--- src/rtl/dmem_ctrl_if.sv ---
// Request/response and data-memory bus bundle for dmem_ctrl.
// The master side is the pipeline plus memory array; the slave side is the controller.
interface dmem_ctrl_if;
    logic        req_valid;
    logic        req_write;
    logic [2:0]  req_funct3;
    logic [10:0] req_addr;
    logic [31:0] req_wdata;
    logic [31:0] req_rdata;
    logic        stall;
    logic        fault;
    logic        mem_read;
    logic        mem_write;
    logic [8:0]  mem_addr;
    logic [31:0] mem_wdata;
    logic [31:0] mem_rdata;

    modport master (
        output req_valid, req_write, req_funct3, req_addr, req_wdata, mem_rdata,
        input  req_rdata, stall, fault, mem_read, mem_write, mem_addr, mem_wdata
    );

    modport slave (
        input  req_valid, req_write, req_funct3, req_addr, req_wdata, mem_rdata,
        output req_rdata, stall, fault, mem_read, mem_write, mem_addr, mem_wdata
    );
endinterface

--- src/rtl/dmem_ctrl.sv ---
// RV32I data-memory controller: single-cycle loads/word stores, read-modify-write byte/half stores.
// Define DMEM_MISALIGN_TRAP_EN to fault misaligned halfword/word accesses instead of aligning them.
module dmem_ctrl (
    input logic         clk,
    input logic         reset,
    dmem_ctrl_if.slave  bus
);

    typedef enum logic {IDLE, RMW_WR} state_t;

    state_t      state;
    logic [31:0] merge_q;

    logic [1:0]  size;
    logic        load_legal;
    logic        store_legal;
    logic        legal;
    logic        misaligned;
    logic [1:0]  eff_off;
    logic [7:0]  byte_sel;
    logic [15:0] half_sel;
    logic [31:0] load_data;
    logic [31:0] merge_d;
    logic        start_rmw;

    // Decode size/legality and the lane offset the access really uses
    always_comb begin
        size        = bus.req_funct3[1:0];
        load_legal  = (bus.req_funct3 == 3'b000) || (bus.req_funct3 == 3'b001) ||
                      (bus.req_funct3 == 3'b010) || (bus.req_funct3 == 3'b100) ||
                      (bus.req_funct3 == 3'b101);
        store_legal = !bus.req_funct3[2] && (bus.req_funct3[1:0] != 2'b11);
        legal       = bus.req_write ? store_legal : load_legal;
`ifdef DMEM_MISALIGN_TRAP_EN
        misaligned  = ((size == 2'b01) && bus.req_addr[0]) ||
                      ((size == 2'b10) && (bus.req_addr[1:0] != 2'b00));
`else
        misaligned  = 1'b0;
`endif
        case (size)
            2'b00:   eff_off = bus.req_addr[1:0];
            2'b01:   eff_off = {bus.req_addr[1], 1'b0};
            default: eff_off = 2'b00;
        endcase
    end

    // Lane extraction for loads and lane insertion for sub-word stores
    always_comb begin
        case (eff_off)
            2'b00:   byte_sel = bus.mem_rdata[7:0];
            2'b01:   byte_sel = bus.mem_rdata[15:8];
            2'b10:   byte_sel = bus.mem_rdata[23:16];
            default: byte_sel = bus.mem_rdata[31:24];
        endcase
        half_sel = eff_off[1] ? bus.mem_rdata[31:16] : bus.mem_rdata[15:0];

        case (size)
            2'b00:   load_data = bus.req_funct3[2] ? {24'h0, byte_sel}
                                                   : {{24{byte_sel[7]}}, byte_sel};
            2'b01:   load_data = bus.req_funct3[2] ? {16'h0, half_sel}
                                                   : {{16{half_sel[15]}}, half_sel};
            default: load_data = bus.mem_rdata;
        endcase

        merge_d = bus.mem_rdata;
        if (size == 2'b00) begin
            case (eff_off)
                2'b00:   merge_d[7:0]   = bus.req_wdata[7:0];
                2'b01:   merge_d[15:8]  = bus.req_wdata[7:0];
                2'b10:   merge_d[23:16] = bus.req_wdata[7:0];
                default: merge_d[31:24] = bus.req_wdata[7:0];
            endcase
        end else if (eff_off[1]) begin
            merge_d[31:16] = bus.req_wdata[15:0];
        end else begin
            merge_d[15:0] = bus.req_wdata[15:0];
        end
    end

    assign start_rmw = (state == IDLE) && bus.req_valid && bus.req_write && legal &&
                       !misaligned && (size != 2'b10);

    // Reset overrides everything, which also drops the write of an abandoned RMW
    always_comb begin
        bus.mem_read  = 1'b0;
        bus.mem_write = 1'b0;
        bus.mem_wdata = 32'h0;
        bus.mem_addr  = bus.req_addr[10:2];
        bus.stall     = 1'b0;
        bus.fault     = 1'b0;
        bus.req_rdata = 32'h0;
        if (!reset) begin
            if (state == RMW_WR) begin
                bus.mem_write = 1'b1;
                bus.mem_wdata = merge_q;
            end else if (bus.req_valid) begin
                if (!legal || misaligned) begin
                    bus.fault = 1'b1;
                end else if (!bus.req_write) begin
                    bus.mem_read  = 1'b1;
                    bus.req_rdata = load_data;
                end else if (size == 2'b10) begin
                    bus.mem_write = 1'b1;
                    bus.mem_wdata = bus.req_wdata;
                end else begin
                    bus.mem_read = 1'b1;
                    bus.stall    = 1'b1;
                end
            end
        end
    end

    always_ff @(posedge clk) begin
        if (reset) begin
            state   <= IDLE;
            merge_q <= 32'h0;
        end else begin
            case (state)
                IDLE: begin
                    if (start_rmw) begin
                        merge_q <= merge_d;
                        state   <= RMW_WR;
                    end
                end
                default: state <= IDLE;
            endcase
        end
    end

endmodule

--- src/flat_wrapper.sv ---
// flat-port wrapper written by rule: the top's interface ports become plain ports
module dmem_ctrl_flat 
  (clk, reset, bus_req_valid, bus_req_write, bus_req_funct3, bus_req_addr, bus_req_wdata, bus_mem_rdata, bus_req_rdata, bus_stall, bus_fault, bus_mem_read, bus_mem_write, bus_mem_addr, bus_mem_wdata);
  dmem_ctrl_if bus_i ();
  input logic clk;
  input logic reset;
  input wire logic [$bits(bus_i.req_valid)-1:0] bus_req_valid;
  input wire logic [$bits(bus_i.req_write)-1:0] bus_req_write;
  input wire logic [$bits(bus_i.req_funct3)-1:0] bus_req_funct3;
  input wire logic [$bits(bus_i.req_addr)-1:0] bus_req_addr;
  input wire logic [$bits(bus_i.req_wdata)-1:0] bus_req_wdata;
  input wire logic [$bits(bus_i.mem_rdata)-1:0] bus_mem_rdata;
  output wire logic [$bits(bus_i.req_rdata)-1:0] bus_req_rdata;
  output wire logic [$bits(bus_i.stall)-1:0] bus_stall;
  output wire logic [$bits(bus_i.fault)-1:0] bus_fault;
  output wire logic [$bits(bus_i.mem_read)-1:0] bus_mem_read;
  output wire logic [$bits(bus_i.mem_write)-1:0] bus_mem_write;
  output wire logic [$bits(bus_i.mem_addr)-1:0] bus_mem_addr;
  output wire logic [$bits(bus_i.mem_wdata)-1:0] bus_mem_wdata;
  assign bus_i.req_valid = bus_req_valid;
  assign bus_i.req_write = bus_req_write;
  assign bus_i.req_funct3 = bus_req_funct3;
  assign bus_i.req_addr = bus_req_addr;
  assign bus_i.req_wdata = bus_req_wdata;
  assign bus_i.mem_rdata = bus_mem_rdata;
  assign bus_req_rdata = bus_i.req_rdata;
  assign bus_stall = bus_i.stall;
  assign bus_fault = bus_i.fault;
  assign bus_mem_read = bus_i.mem_read;
  assign bus_mem_write = bus_i.mem_write;
  assign bus_mem_addr = bus_i.mem_addr;
  assign bus_mem_wdata = bus_i.mem_wdata;
  dmem_ctrl u_core (.clk(clk), .reset(reset), .bus(bus_i));
endmodule
--- config.mk ---
export PLATFORM = sky130hd
export DESIGN_NAME = dmem_ctrl_flat
export DESIGN_NICKNAME = d
export VERILOG_FILES = /design/src/rtl/dmem_ctrl_if.sv /design/src/rtl/dmem_ctrl.sv /design/src/flat_wrapper.sv
export SDC_FILE = /design/constraint.sdc
export NUM_CORES = 1
export LEC_CHECK = 0
export CORE_UTILIZATION = 44
export CTS_BUF_LIST = sky130_fd_sc_hd__clkbuf_16
export CTS_CLUSTER_SIZE = 40
export DETAILED_ROUTE_END_ITERATION = 16
export PLACE_DENSITY = 0.92
export SYNTH_ARGS = -nofsm -noshare
export SYNTH_HDL_FRONTEND = slang
export SYNTH_SLANG_ARGS = --single-unit
export TNS_END_PERCENT = 20
--- constraint.sdc ---
create_clock -name clk -period 3.9 [get_ports clk]
set_input_delay 0.78 -clock clk [delete_from_list [all_inputs] [get_ports clk]]
set_output_delay 0.78 -clock clk [all_outputs]
set_load 0.005 [all_outputs]
==> results.tsv <==
stage	metric	value	unit
global_routing	grt.total_usage	31.9	%
clocking	clk_latency	0.29	ns
floorplanning	die_area	7340	µm²
placement	dpl-instance-area	4540	µm²
placement	place_congestion	0.922	
worst_setup_path	r2r_start	u_core.state$_SDFF_PP0_	
final_layout	final_cell_mix	clkdlybuf4s50_1, a21oi_1, nor2_1	
synth	synth_top_area_cell	dfxtp_1	
timing	rsz0062_at_grt	false	
timing	tightest_slew	0.712	ns
clocking	cts.clk_slew.worst_paths	0.05	ns
pwr	p_per_area	239	nW/µm²
routing	drc	0	
timing	fin_crit	3.78	ns
final_layout	area_growth	53.2	%
worst_setup_path	crit_path_max_incr_delay	0.53	ns
worst_setup_path	worstSetupPathType	primary input to primary output	
global_routing	grt_antenna_before_repair	0	
routing	viasPerCell	6.15	
floorplanning	start_util	45.3	%
final_layout	n_antenna_cell	0	
synth	ys_seq_area_share	21.4	%
synth	synth_top_area_share	21.4	%
timing	relSlewSlack	52.4	%
pwr	power.total	1.13	mW
routing	drtIter0Drc	291	
worst_setup_path	cp-end-kind	primary output	
worst_setup_path	start_kind	primary input	
global_routing	grt_pass1_wl	18400	µm
synth	syn_area	3080	µm²
pwr	pwr-share-comb	29.4	%
routing	wl	11800	µm
timing	skew	0.00405	ns
synth	synthTopCellsByArea	dfxtp_1, a22o_1, a21oi_1	
pwr	power.internal	0.805	mW
clocking	cts-root-buf	clkbuf_16	
routing	ant_nets	0	
synth	synth.distinct_cells	42	
synth	netlist_instances	399	
global_routing	grt_pass1_vias	3691	
placement	place.detailed.hpwl	8810	µm
global_routing	grt_max_degree	44	
synth	synth_enable_flop_cells	0	
clocking	clock_path_buffers	2	
final_layout	multi_input_comb_area	2100	µm²
timing	drv_slew	0	
pwr	p_leak	1.67	nW
worst_hold_path	min-delay-start	u_core.merge_q[15]$_SDFFE_PP0P_	
routing	firstDrtPassIters	6	
final_layout	register_area	661	µm²
floorplanning	io_pins	159	
final_layout	fin_util	69.5	%
final_layout	fillers	578	
worst_setup_path	cp_top_family	buffers and inverters	
worst_setup_path	cp.arrival	3.00	ns
pwr	p_clk_share	39.2	%
pwr	sequentialPowerShare	31.4	%
global_routing	grt_use_met3	8.37	%
final_layout	final_common_cell	clkdlybuf4s50_1	
timing	finalHoldWorstSlack	0.470	ns
outcome	outcome	completed	
timing	fmax	265	MHz
pwr	vdd_drop_max	0.185	mV
placement	io_buffers	140	
pwr	power_switching	0.322	mW
timing	period_share	96.8	%
clocking	cts_tree	built	
floorplanning	core	6790	µm²
floorplanning	die_x	85.7	µm
timing	finalSetupViolCount	0	
routing	wl_per_cell	19.2	µm
global_routing	met1_usage	38.2	%
clocking	cts_buffers	5	
synth	ys.flop_type	dfxtp_1	
worst_setup_path	path_max_fanout	10	
worst_setup_path	cp_num_buf_inv	3	
routing	vias	3783	
pwr	swShare	28.6	%
worst_setup_path	path_cells	clkdlybuf4s50_1 > or3b_4 > or3b_4 > buf_4 > a211oi_2 > clkdlybuf4s50_1	
floorplanning	rows	30	
floorplanning	die_h	85.7	µm
global_routing	grt_use_met2	55.5	%
clocking	cts_num_sinks	33	
final_layout	drive_above_1_share	13.5	%
timing	finalHoldViolations	0	
synth	synth_warnings	0	
worst_hold_path	min_path_type	register to register	
synth	ys_seq_elements	33	
job	maxCapViolations	0	
worst_setup_path	cp.required	3.12	ns
worst_setup_path	crit_path_top_delay_cell	clkdlybuf4s50_1	
synth	syn-num-nets	481	
final_layout	design_area	4720	µm²
final_layout	fin_nets	600	
worst_setup_path	crit_start	bus_req_valid	
timing	setup_tns	0	ns
global_routing	busiest_layer	met2	
global_routing	overflow	0	
synth	ys_async_sr_fraction	0	%
clocking	htree_levels	2	
synth	syn_area_per_cell	7.72	µm²
==> path summary, 6_finish.rpt <==
kind                                                   endpoint  slack (ns)  cells after the start
worst max register to register  u_core.merge_q[10]$_SDFFE_PP0P_        2.26                      4
worst min register to register  u_core.merge_q[15]$_SDFFE_PP0P_        0.47                      1
worst max-delay path                          bus_req_rdata[29]        0.12                      6
worst min-delay path            u_core.merge_q[15]$_SDFFE_PP0P_        0.47                      1
==> synth_stat cells, types with 2 or more instances <==
cell and count:
a211oi_1 14, a211oi_2 11, a21oi_1 43, a22o_1 32, a311oi_1 8, a31oi_1 16
a32o_1 9, buf_1 3, buf_2 14, buf_4 12, buf_6 4, clkbuf_1 20
dfxtp_1 33, inv_1 11, mux2i_1 16, nand2_1 11, nand2b_1 16, nand3_1 9
nand3b_1 2, nor2_1 37, nor2_2 3, nor2b_1 4, nor3_1 9, o21ai_0 10
o221a_2 7, o22a_1 8, o22ai_1 8, o32ai_1 8, or2_2 8
==> kinds of logic (layout without fill, tap and decap cells) <==
family                 Yosys count  in the layout  share of synthesized area (%)
AO/OA/AOI/OAI                  179            179                           44.3
buffers and inverters           65            185                           10.9
flip-flops                      33             33                           21.4
multiplexers                    16             16                           5.20
AND/OR/NAND/NOR                106            106                           18.1
==> routing by layer <==
layer | wire, µm | part of all wire, %
met3 | 980 | 8.3
met5 | 0 | 0
met1 | 4690 | 40
met2 | 5900 | 50
met4 | 240 | 2.0
==> through the flow <==
step,setup slack (ns),instances
final,0.123,615
after global routing,0.000116,615
after CTS,0.0260,615
after detailed placement,0.0436,607
after global placement,0.102,607
after floorplan,1.10,399
==> repair_timing <==
| action | 4_1_cts | 5_1_grt |
|---|---|---|
| resized for setup | 0 | 5 |
| buffers inserted | 0 | 0 |
| hold endpoints to repair | 0 | 0 |
| setup endpoints to repair | 0 | 43 |
| hold buffers | 0 | 0 |
==> worst reg2reg max path, cell delays in order (launching register included) <==
cell and delay (ns):
dfxtp_1 0.37, and4b_1 0.22, buf_4 0.26, nor2_1 0.53
a32o_1 0.20
==> registers in the layout, summed over array words and instances (netlist names) <==
signal / count
u_core.merge_q: 32
u_core.state: 1
==> power groups by stage <==
stage	clock, mW	sequential, mW	combinational (mW)
4_1_cts	0.439	0.354	0.323
2_1_floorplan	0	0.358	0.165
5_1_grt	0.456	0.355	0.353
3_3_place_gp	0	0.360	0.315
6_report	0.442	0.354	0.331
3_5_place_dp	0	0.361	0.322
==> cell type report <==
| type | instances | area share (%) |
|---|---|---|
| multi-input cells | 301 | 44.5 |
| repair buffers | 165 | 34.5 |
| flip-flops and latches | 33 | 14.0 |
| clock buffers | 5 | 2.65 |
| well taps | 96 | 2.55 |
| inverters | 12 | 0.954 |
| clock inverters | 3 | 0.795 |
Note: power is estimated with default switching activity, not from simulation.
